## config.mk

```make
export PLATFORM = sky130hd
export DESIGN_NAME = mul_ctrl
export DESIGN_NICKNAME = d
export VERILOG_FILES = /design/src/rtl/mul_ctrl.sv
export SDC_FILE = /design/constraint.sdc
export NUM_CORES = 1
export LEC_CHECK = 0
export CORE_MARGIN = 2
export CORE_UTILIZATION = 45
export DETAILED_ROUTE_END_ITERATION = 8
export PLACE_DENSITY = 0.74
export SETUP_SLACK_MARGIN = 0.1
export SLEW_MARGIN = 20
export SYNTH_ARGS = -nofsm -noshare
export SYNTH_HDL_FRONTEND = slang
export SYNTH_SLANG_ARGS = --single-unit
```

## constraint.sdc

```tcl
create_clock -name clk -period 8.75 [get_ports clk]
set_clock_uncertainty 0.2 [all_clocks]
set_input_delay 1.3125 -clock clk [delete_from_list [all_inputs] [get_ports clk]]
set_output_delay 1.3125 -clock clk [all_outputs]
set_load 0.02 [all_outputs]
```

## src/rtl/mul_ctrl.sv

```systemverilog
`timescale 1ns/1ps
// ---------------------------------------------------------------------------
// mul_ctrl_pkg
//
// Op codes for the multiply class and a small decoder that sorts an EX-stage
// op code into its multiply "kind" and signedness.
// ---------------------------------------------------------------------------
package mul_ctrl_pkg;

    localparam logic [7:0] EXE_MULT_OP  = 8'b0001_1000;
    localparam logic [7:0] EXE_MULTU_OP = 8'b0001_1001;
    localparam logic [7:0] EXE_MADD_OP  = 8'b1010_0110;
    localparam logic [7:0] EXE_MADDU_OP = 8'b1010_1000;
    localparam logic [7:0] EXE_MSUB_OP  = 8'b1010_1010;
    localparam logic [7:0] EXE_MSUBU_OP = 8'b1010_1011;

    // What happens to the product once it returns.
    typedef enum logic [1:0] {
        KIND_NONE  = 2'd0,   // not a multiply-class op
        KIND_PLAIN = 2'd1,   // MULT/MULTU: product goes straight to HI/LO
        KIND_ADD   = 2'd2,   // MADD/MADDU: {HI,LO} + product
        KIND_SUB   = 2'd3    // MSUB/MSUBU: {HI,LO} - product
    } mul_kind_e;

    typedef struct packed {
        mul_kind_e kind;
        logic      is_signed;
    } mul_dec_t;

    function automatic mul_dec_t decode_op(input logic [7:0] op);
        mul_dec_t d;
        d.kind      = KIND_NONE;
        d.is_signed = 1'b0;
        case (op)
            EXE_MULT_OP:  begin d.kind = KIND_PLAIN; d.is_signed = 1'b1; end
            EXE_MULTU_OP: begin d.kind = KIND_PLAIN; d.is_signed = 1'b0; end
            EXE_MADD_OP:  begin d.kind = KIND_ADD;   d.is_signed = 1'b1; end
            EXE_MADDU_OP: begin d.kind = KIND_ADD;   d.is_signed = 1'b0; end
            EXE_MSUB_OP:  begin d.kind = KIND_SUB;   d.is_signed = 1'b1; end
            EXE_MSUBU_OP: begin d.kind = KIND_SUB;   d.is_signed = 1'b0; end
            default:      begin d.kind = KIND_NONE;  d.is_signed = 1'b0; end
        endcase
        return d;
    endfunction

endpackage : mul_ctrl_pkg

// ---------------------------------------------------------------------------
// mul_ctrl
//
// EX-stage sequencer for the six-cycle pipelined multiplier. It accepts a
// multiply-class op, holds start and the operands stable until the product
// returns, optionally accumulates the product into {HI,LO}, and finally
// issues a one-cycle HI/LO write. A flush while the multiplier is busy does
// not drop start early: the multiplier must run to completion so that its
// internal cycle counter stays aligned with this block.
//
// Ports
//   clk            rising-edge clock shared with the multiplier
//   rst            asynchronous reset, active low
//   aluop_i        EX-stage op code (non multiply-class codes are no-ops)
//   reg1_i/reg2_i  multiplicand / multiplier
//   hi_i/lo_i      current forwarded HI/LO (used by accumulate forms)
//   flush_i        pipeline flush
//   mul_result_i   64-bit product from the multiplier
//   mul_ready_i    product valid from the multiplier
//   mul_start_o    multiplier start, held while waiting
//   mul_signed_o   1 for signed forms
//   mul_op1_o/op2  multiplier operands
//   stallreq_o     pipeline stall request
//   whilo_o        HI/LO write enable (one-cycle pulse)
//   hi_o/lo_o      HI/LO write data
// ---------------------------------------------------------------------------
module mul_ctrl
    import mul_ctrl_pkg::*;
(
    input  logic        clk,
    input  logic        rst,
    input  logic [7:0]  aluop_i,
    input  logic [31:0] reg1_i,
    input  logic [31:0] reg2_i,
    input  logic [31:0] hi_i,
    input  logic [31:0] lo_i,
    input  logic        flush_i,
    input  logic [63:0] mul_result_i,
    input  logic        mul_ready_i,
    output logic        mul_start_o,
    output logic        mul_signed_o,
    output logic [31:0] mul_op1_o,
    output logic [31:0] mul_op2_o,
    output logic        stallreq_o,
    output logic        whilo_o,
    output logic [31:0] hi_o,
    output logic [31:0] lo_o
);

    typedef enum logic [2:0] {
        S_IDLE  = 3'd0,
        S_BUSY  = 3'd1,
        S_ACC   = 3'd2,
        S_DONE  = 3'd3,
        S_ABORT = 3'd4
    } state_e;

    state_e      state_q,   state_d;
    logic [31:0] op1_q,     op1_d;
    logic [31:0] op2_q,     op2_d;
    mul_kind_e   kind_q,    kind_d;
    logic        signed_q,  signed_d;
    logic [63:0] product_q, product_d;
    logic [63:0] result_q,  result_d;

    mul_dec_t    dec;
    logic        is_mul;
    logic        accept;

    assign dec    = decode_op(aluop_i);
    assign is_mul = (dec.kind != KIND_NONE);

    // Acceptance is gated by rst so that every output is already 0 while the
    // reset is asserted, even with a multiply op sitting on aluop_i.
    assign accept = (state_q == S_IDLE) && is_mul && !flush_i && rst;

    // HI/LO write data is always the registered result; it is only
    // meaningful while whilo_o is high.
    assign hi_o = result_q[63:32];
    assign lo_o = result_q[31:0];

    // -----------------------------------------------------------------------
    // Next-state and output logic
    // -----------------------------------------------------------------------
    // NOTE: every signal written here gets a default first, so no path through
    // the case statement can leave one unassigned and infer a latch.
    always_comb begin
        state_d      = state_q;
        op1_d        = op1_q;
        op2_d        = op2_q;
        kind_d       = kind_q;
        signed_d     = signed_q;
        product_d    = product_q;
        result_d     = result_q;

        mul_start_o  = 1'b0;
        mul_signed_o = 1'b0;
        mul_op1_o    = 32'd0;
        mul_op2_o    = 32'd0;
        stallreq_o   = 1'b0;
        whilo_o      = 1'b0;

        case (state_q)
            S_IDLE: begin
                // First EX cycle: operands go straight from the register file
                // to the multiplier so no cycle is lost.
                if (accept) begin
                    mul_start_o  = 1'b1;
                    stallreq_o   = 1'b1;
                    mul_op1_o    = reg1_i;
                    mul_op2_o    = reg2_i;
                    mul_signed_o = dec.is_signed;
                    op1_d        = reg1_i;
                    op2_d        = reg2_i;
                    kind_d       = dec.kind;
                    signed_d     = dec.is_signed;
                    state_d      = S_BUSY;
                end
            end

            S_BUSY: begin
                stallreq_o   = 1'b1;
                // Dropping start in the ready cycle stops the multiplier from
                // launching a second computation of the same operands.
                mul_start_o  = !mul_ready_i;
                mul_op1_o    = op1_q;
                mul_op2_o    = op2_q;
                mul_signed_o = signed_q;
                if (flush_i) begin
                    // If the product is arriving right now the multiplier is
                    // already finished, so there is nothing left to drain.
                    state_d = mul_ready_i ? S_IDLE : S_ABORT;
                end else if (mul_ready_i) begin
                    product_d = mul_result_i;
                    if (kind_q == KIND_PLAIN) begin
                        result_d = mul_result_i;
                        state_d  = S_DONE;
                    end else begin
                        state_d  = S_ACC;
                    end
                end
            end

            S_ACC: begin
                stallreq_o = 1'b1;
                if (flush_i) begin
                    state_d = S_IDLE;
                end else begin
                    // HI/LO are sampled here, after any older write-back has
                    // been forwarded. Wraps modulo 2^64 by construction.
                    if (kind_q == KIND_SUB) begin
                        result_d = {hi_i, lo_i} - product_q;
                    end else begin
                        result_d = {hi_i, lo_i} + product_q;
                    end
                    state_d = S_DONE;
                end
            end

            S_DONE: begin
                // A flush in this cycle cancels the write; either way the op
                // leaves EX now.
                whilo_o = !flush_i;
                state_d = S_IDLE;
            end

            S_ABORT: begin
                // Drain the multiplier: start stays high with the original
                // operands until it reports ready, then the product is
                // dropped. A further flush has no effect here.
                mul_start_o  = !mul_ready_i;
                mul_op1_o    = op1_q;
                mul_op2_o    = op2_q;
                mul_signed_o = signed_q;
                // Only hold the pipeline if a new multiply is waiting for us.
                stallreq_o   = is_mul;
                if (mul_ready_i) begin
                    state_d = S_IDLE;
                end
            end

            default: begin
                state_d = S_IDLE;
            end
        endcase
    end

    // -----------------------------------------------------------------------
    // State and data registers
    // -----------------------------------------------------------------------
    // NOTE: non-blocking assignments here, so all registers update together
    // from values computed in the previous cycle regardless of statement order.
    always_ff @(posedge clk or negedge rst) begin
        if (!rst) begin
            state_q   <= S_IDLE;
            op1_q     <= 32'd0;
            op2_q     <= 32'd0;
            kind_q    <= KIND_NONE;
            signed_q  <= 1'b0;
            product_q <= 64'd0;
            result_q  <= 64'd0;
        end else begin
            state_q   <= state_d;
            op1_q     <= op1_d;
            op2_q     <= op2_d;
            kind_q    <= kind_d;
            signed_q  <= signed_d;
            product_q <= product_d;
            result_q  <= result_d;
        end
    end

endmodule : mul_ctrl

```

; Word-level counts from Yosys, hierarchy flattened
; Index checks and enable logic that the tools add are counted.
[totals]
reg_bits = 198
input_bits = 204
wordCells = 68
[op_classes]
addsub = 2
eq_ne = 19
n_mux = 25
n_bitwise = 1
reduce_logical = 14
[ops]
columns = op, n
row1 = 64-bit two-way mux, 5
row2 = 32-bit case mux with 2 select lines, 2
row3 = 64-bit case mux with 2 select lines, 1
row4 = 64-bit adder, 1
row5 = 32-bit two-way mux, 2
row6 = 64-bit subtractor, 1
row7 = "8-bit equality test, second input constant", 4
row8 = 3-bit case mux with 6 select lines, 1
row9 = "8-bit by 5-bit equality test with 1-bit output, second input constant", 2
row10 = 3-bit two-way mux, 5
row11 = "2-bit inequality test, second input constant", 6
row12 = 3-bit case mux with 4 select lines, 1
row13 = "3-bit by 2-bit equality test with 1-bit output, second input constant", 2
row14 = 3-bit AND reduction, 2
row15 = 5-bit AND reduction, 1
row16 = 1-bit two-way mux, 4
row17 = 1-bit case mux with 2 select lines, 2
row18 = 2-bit nonzero test, 2
row19 = 2-bit OR reduction, 2
row20 = "3-bit by 1-bit equality test with 1-bit output, second input constant", 1
row21 = "3-bit equality test, second input constant", 1
row22 = 1-bit logical AND, 3
row23 = 3-bit zero test, 1
row24 = "3-bit inequality test, second input constant", 1
row25 = other kinds (7), 8

; Logic depth before layout (Yosys ltp)
[depth]
depth_word = 8
mapped_depth = 23
ltp_nobuf = 22

; Worst setup path before layout
; OpenSTA, ideal clock, no wires.
[synth_path]
path_type = flip-flop to flip-flop
start = reg product_q[22]
end = reg result_q[62]
setup_ns = 0.126
arrival_ns = 5.175
t_required_ns = 8.424
setup_slack_ns = 3.250
path_stages_with_launch = 21
cell_sequence = dfrtp_1 -> or4_4 -> or3_4 -> or3_4 -> or3_4 -> nor4_4 -> nor4b_4 -> nand2_2 -> o31ai_2 -> xor2_1 -> ha_1 -> clkbuf_1 -> and2_1 -> nand3_1 -> nor4_1 -> nand2_1 -> o21ai_0 -> a21boi_0 -> o21ai_0 -> mux2i_1 -> nand3_1
[synth_via]
elab_chain_cells = 4
[synth_lines]
columns = element, line
row1 = start: declaration, 110  ; logic [63:0] product_q, product_d;
row2 = start signal: assignment, 255  ; product_q <= product_d;
row3 = 64-bit adder / 64-bit subtractor (equally long branches), "201, 199"
row4 = 64-bit two-way mux (*), 198  ; if (kind_q == KIND_SUB) begin
row5 = 64-bit two-way mux (*), 193  ; if (flush_i) begin
row6 = 64-bit case mux with 2 select lines (*), 150  ; case (state_q)
row7 = end signal: assignment, 256  ; result_q <= result_d;
row8 = end: declaration, 111  ; logic [63:0] result_q, result_d;
; Every way passes the cells marked *; elsewhere a longest branch is shown, timed or not. The select of a mux whose other input is x is not followed.
; A chain may end at the register's enable or synchronous reset.

; Final worst setup path
; Ends and elaborated chain as after synthesis.

==> results.cfg <==
[critical_path]
slowest_delay_ps = 630
slowest_stage = o21ai_0
r2r_start = product_q[22]
cp-end-kind = register
worstPathArrival_ps = 6580
path_max_fanout = 7
rrSetupSlack_ps = 2300
worstReg2RegEnd = result_q[62]
cp-start-kind = register
critical_path_class = reg2reg
reg2reg_depth = 19
cpMostUsedCell = or3_4
cp_cell_sequence = or4_4 > or3_4 > or3_4 > or3_4 > nor4_4 > nor4b_4 > nand2_2 > o31ai_2 > xor2_1 > ha_1 > and2_1 > nand3_1 > nor4_1 > nand2_1 > o21ai_0 > a21boi_0 > o21ai_0 > mux2i_1 > nand3_1
worstPathRequired_ps = 8890

[route]
dr.pass1.iters = 7
vias = 13300
wire_per_inst_um = 18.72
drc = 0
vias_per_cell = 5.582
drt_iter0_drc = 1025
ant_nets = 0
route.final.wire_length_um = 44590

[synthesis]
synth_cells = 1710
synth_cell_types = 62
syn-cell-area_um2 = 13680
synth_top_family_by_area = simple AND/OR/NAND/NOR gates
synth.largest_area_cell = dfrtp_1
synth_area_leaders = dfrtp_1 (36%), nand2_1 (12%), a21oi_1 (6.1%), ha_1 (5.9%), mux2_2 (5.1%)
synth_compound_area_frac = 0.1824
synth_edf_count = 0
async_reset_ff_frac = 1.000
ys_seq_area_frac = 0.3621
yosys_register_bits = 198
synthSimpleGateAreaFrac = 0.2324
synth-adder-area-share = 0.05999
synth_xor_area_frac = 0.07554
synthFlopType = dfrtp_1
synthMuxAreaShare = 0.05322
synthesis.nets = 1979
synth_top_area_frac = 0.3621
synth.avg_cell_area_um2 = 8.001
yosys_warnings = 0

[cells_and_area]
regArea_um2 = 4955
fill_cells = 2636
post-route-util = 0.5998
final_common_cell = nand2_1
drive_above_1_share = 0.06727
multiInputGateArea_um2 = 8285
area_delta_synth_final_pct = 30.62
fin_nets = 2248
antenna_cells = 0
final_cells = 2382
layout_common_cells = nand2_1 (441), clkdlybuf4s50_1 (334), dfrtp_1 (198)

[worst_hold_path]
holdPathStages = 2
min_from = op2_q[20]
min_path_type = reg2reg
holdPathEnd = op2_q[20]

[sta]
min_period_ps = 6447
worst_slack_ps = 2303
tightest_slew_ps = 965.7
rsz0062_at_grt = no
slew_headroom = 0.3562
fmaxAchievable_mhz = 155.1
report.final.slew_viol_count = 0
hold_violations = 0
whs_ps = 277.9
finalSetupViolCount = 0
setup_tns_ps = 0
period_share = 0.7368

[grt]
antenna_found_initial = 0
grt.total_usage = 0.2814
grt_pass1_vias = 13300
grt_pass1_wl_um = 70200
gr-total-overflow = 0
grt_max_degree = 95

[cts]
cts.sink_count = 198
cts_setup_buffers = 0
hold_buffers = 0
clockRootBuffer = clkbuf_16
cts_buffers = 17
clk_path_buf_depth = 2
clkTransAtPathRegs_ps = 80
tritoncts = yes
cts_resized = 0
htreeDepth = 4
clk_latency_ps = 460

[place]
dp_slack_ps = 2274
dpl.hpwl_um = 33280
gp_congestion = 0.9630
portBuffers = 335
dp_cells = 2349

[floorplan]
rows = 63
io_pins = 336
die_h_um = 178.4
core-area_um2 = 29800
die_area_um2 = 31810
fp.dieW_um = 178.4
initial_utilization = 0.4592

[flow_run]
max_cap_violations = 0

[pwr]
p_leak_nw = 8.512
max-vdd-ir-drop_mv = 0.1421
powerDensity_nw_per_um2 = 201.5

[outcome]
status = complete, no violations
-- Yosys cell counts (12+ instances only) --
library cell,n
inv_1,27
nor3_1,24
dfrtp_1,198
o21bai_1,22
a21oi_1,168
xnor2_1,66
nand4_1,24
nor2_1,107
xor2_1,52
or3_1,12
nand3_1,18
nor4_1,14
a21o_1,29
mux2_2,62
clkbuf_1,91
nand2_1,442
o21ai_0,104
ha_1,64
and3_1,19
-- metrics by stage --
stage | power, mW | instance area [um^2]
after floorplan | 2.225 | 13680
after global placement | 2.784 | 17280
after detailed placement | 2.808 | 17280
after CTS | 3.611 | 17850
after global routing | 3.833 | 17870
final | 3.602 | 17870
-- flip-flops by register name, indices dropped and copies added, names as in the netlist --
register / count
op2_q: 32
op1_q: 32
kind_q: 2
state_q: 3
signed_q: 1
product_q: 64
result_q: 64
-- area by class of cell --
class                   instances  share of cell area
multi-input cells            1387              0.4636
flip-flops and latches        198              0.2773
repair buffers                348              0.1940
well taps                     390             0.02731
clock buffers                  18             0.02457
clock inverters                14            0.007561
inverters                      27            0.005671
-- worst max-delay path by stage --
stage,to,from,slack (ps)
2_1_floorplan,result_q[62],product_q[22],3250
3_3_place_gp,result_q[62],product_q[22],2450
3_5_place_dp,result_q[62],product_q[22],2270
4_1_cts,result_q[62],product_q[22],2250
5_1_grt,result_q[62],product_q[1],1740
6_report,result_q[62],product_q[22],2300
-- layer usage --
layer / wire length, um / global-route usage
met5: 0 / 0
met3: 3321 / 0.06330
met2: 20150 / 0.4456
met1: 19660 / 0.3744
met4: 1459 / 0.1091
-- logic make-up (layout without fill, tap and decap cells) --
logic type	Yosys count	after routing
buffers and inverters	125	407
DFF	198	198
and+or+nand+nor	721	721
adders and majority gates	65	65
AOI/OAI and AO/OA	418	418
muxes	65	65
xor gates and xnor gates	118	118
-- critical path, delay by kind of cell (launching register included) --
kind,cells,cell delay (ps)
AO/OA/AOI/OAI,4,1500
AND/OR/NAND/NOR,12,3420
adder cells (fa/ha/maj),1,460
XOR/XNOR,1,110
multiplexers,1,220
flip-flops,1,410
-- report_power, final --
group / switching [mW] / internal, mW / leakage (nW) / total (mW)
logic: 0.878 / 0.708 / 5.63 / 1.59
clock network: 0.402 / 0.385 / 0.277 / 0.787
registers: 0.146 / 1.08 / 2.60 / 1.23
total: 1.43 / 2.18 / 8.51 / 3.60
(Power assumes the default switching activity.)
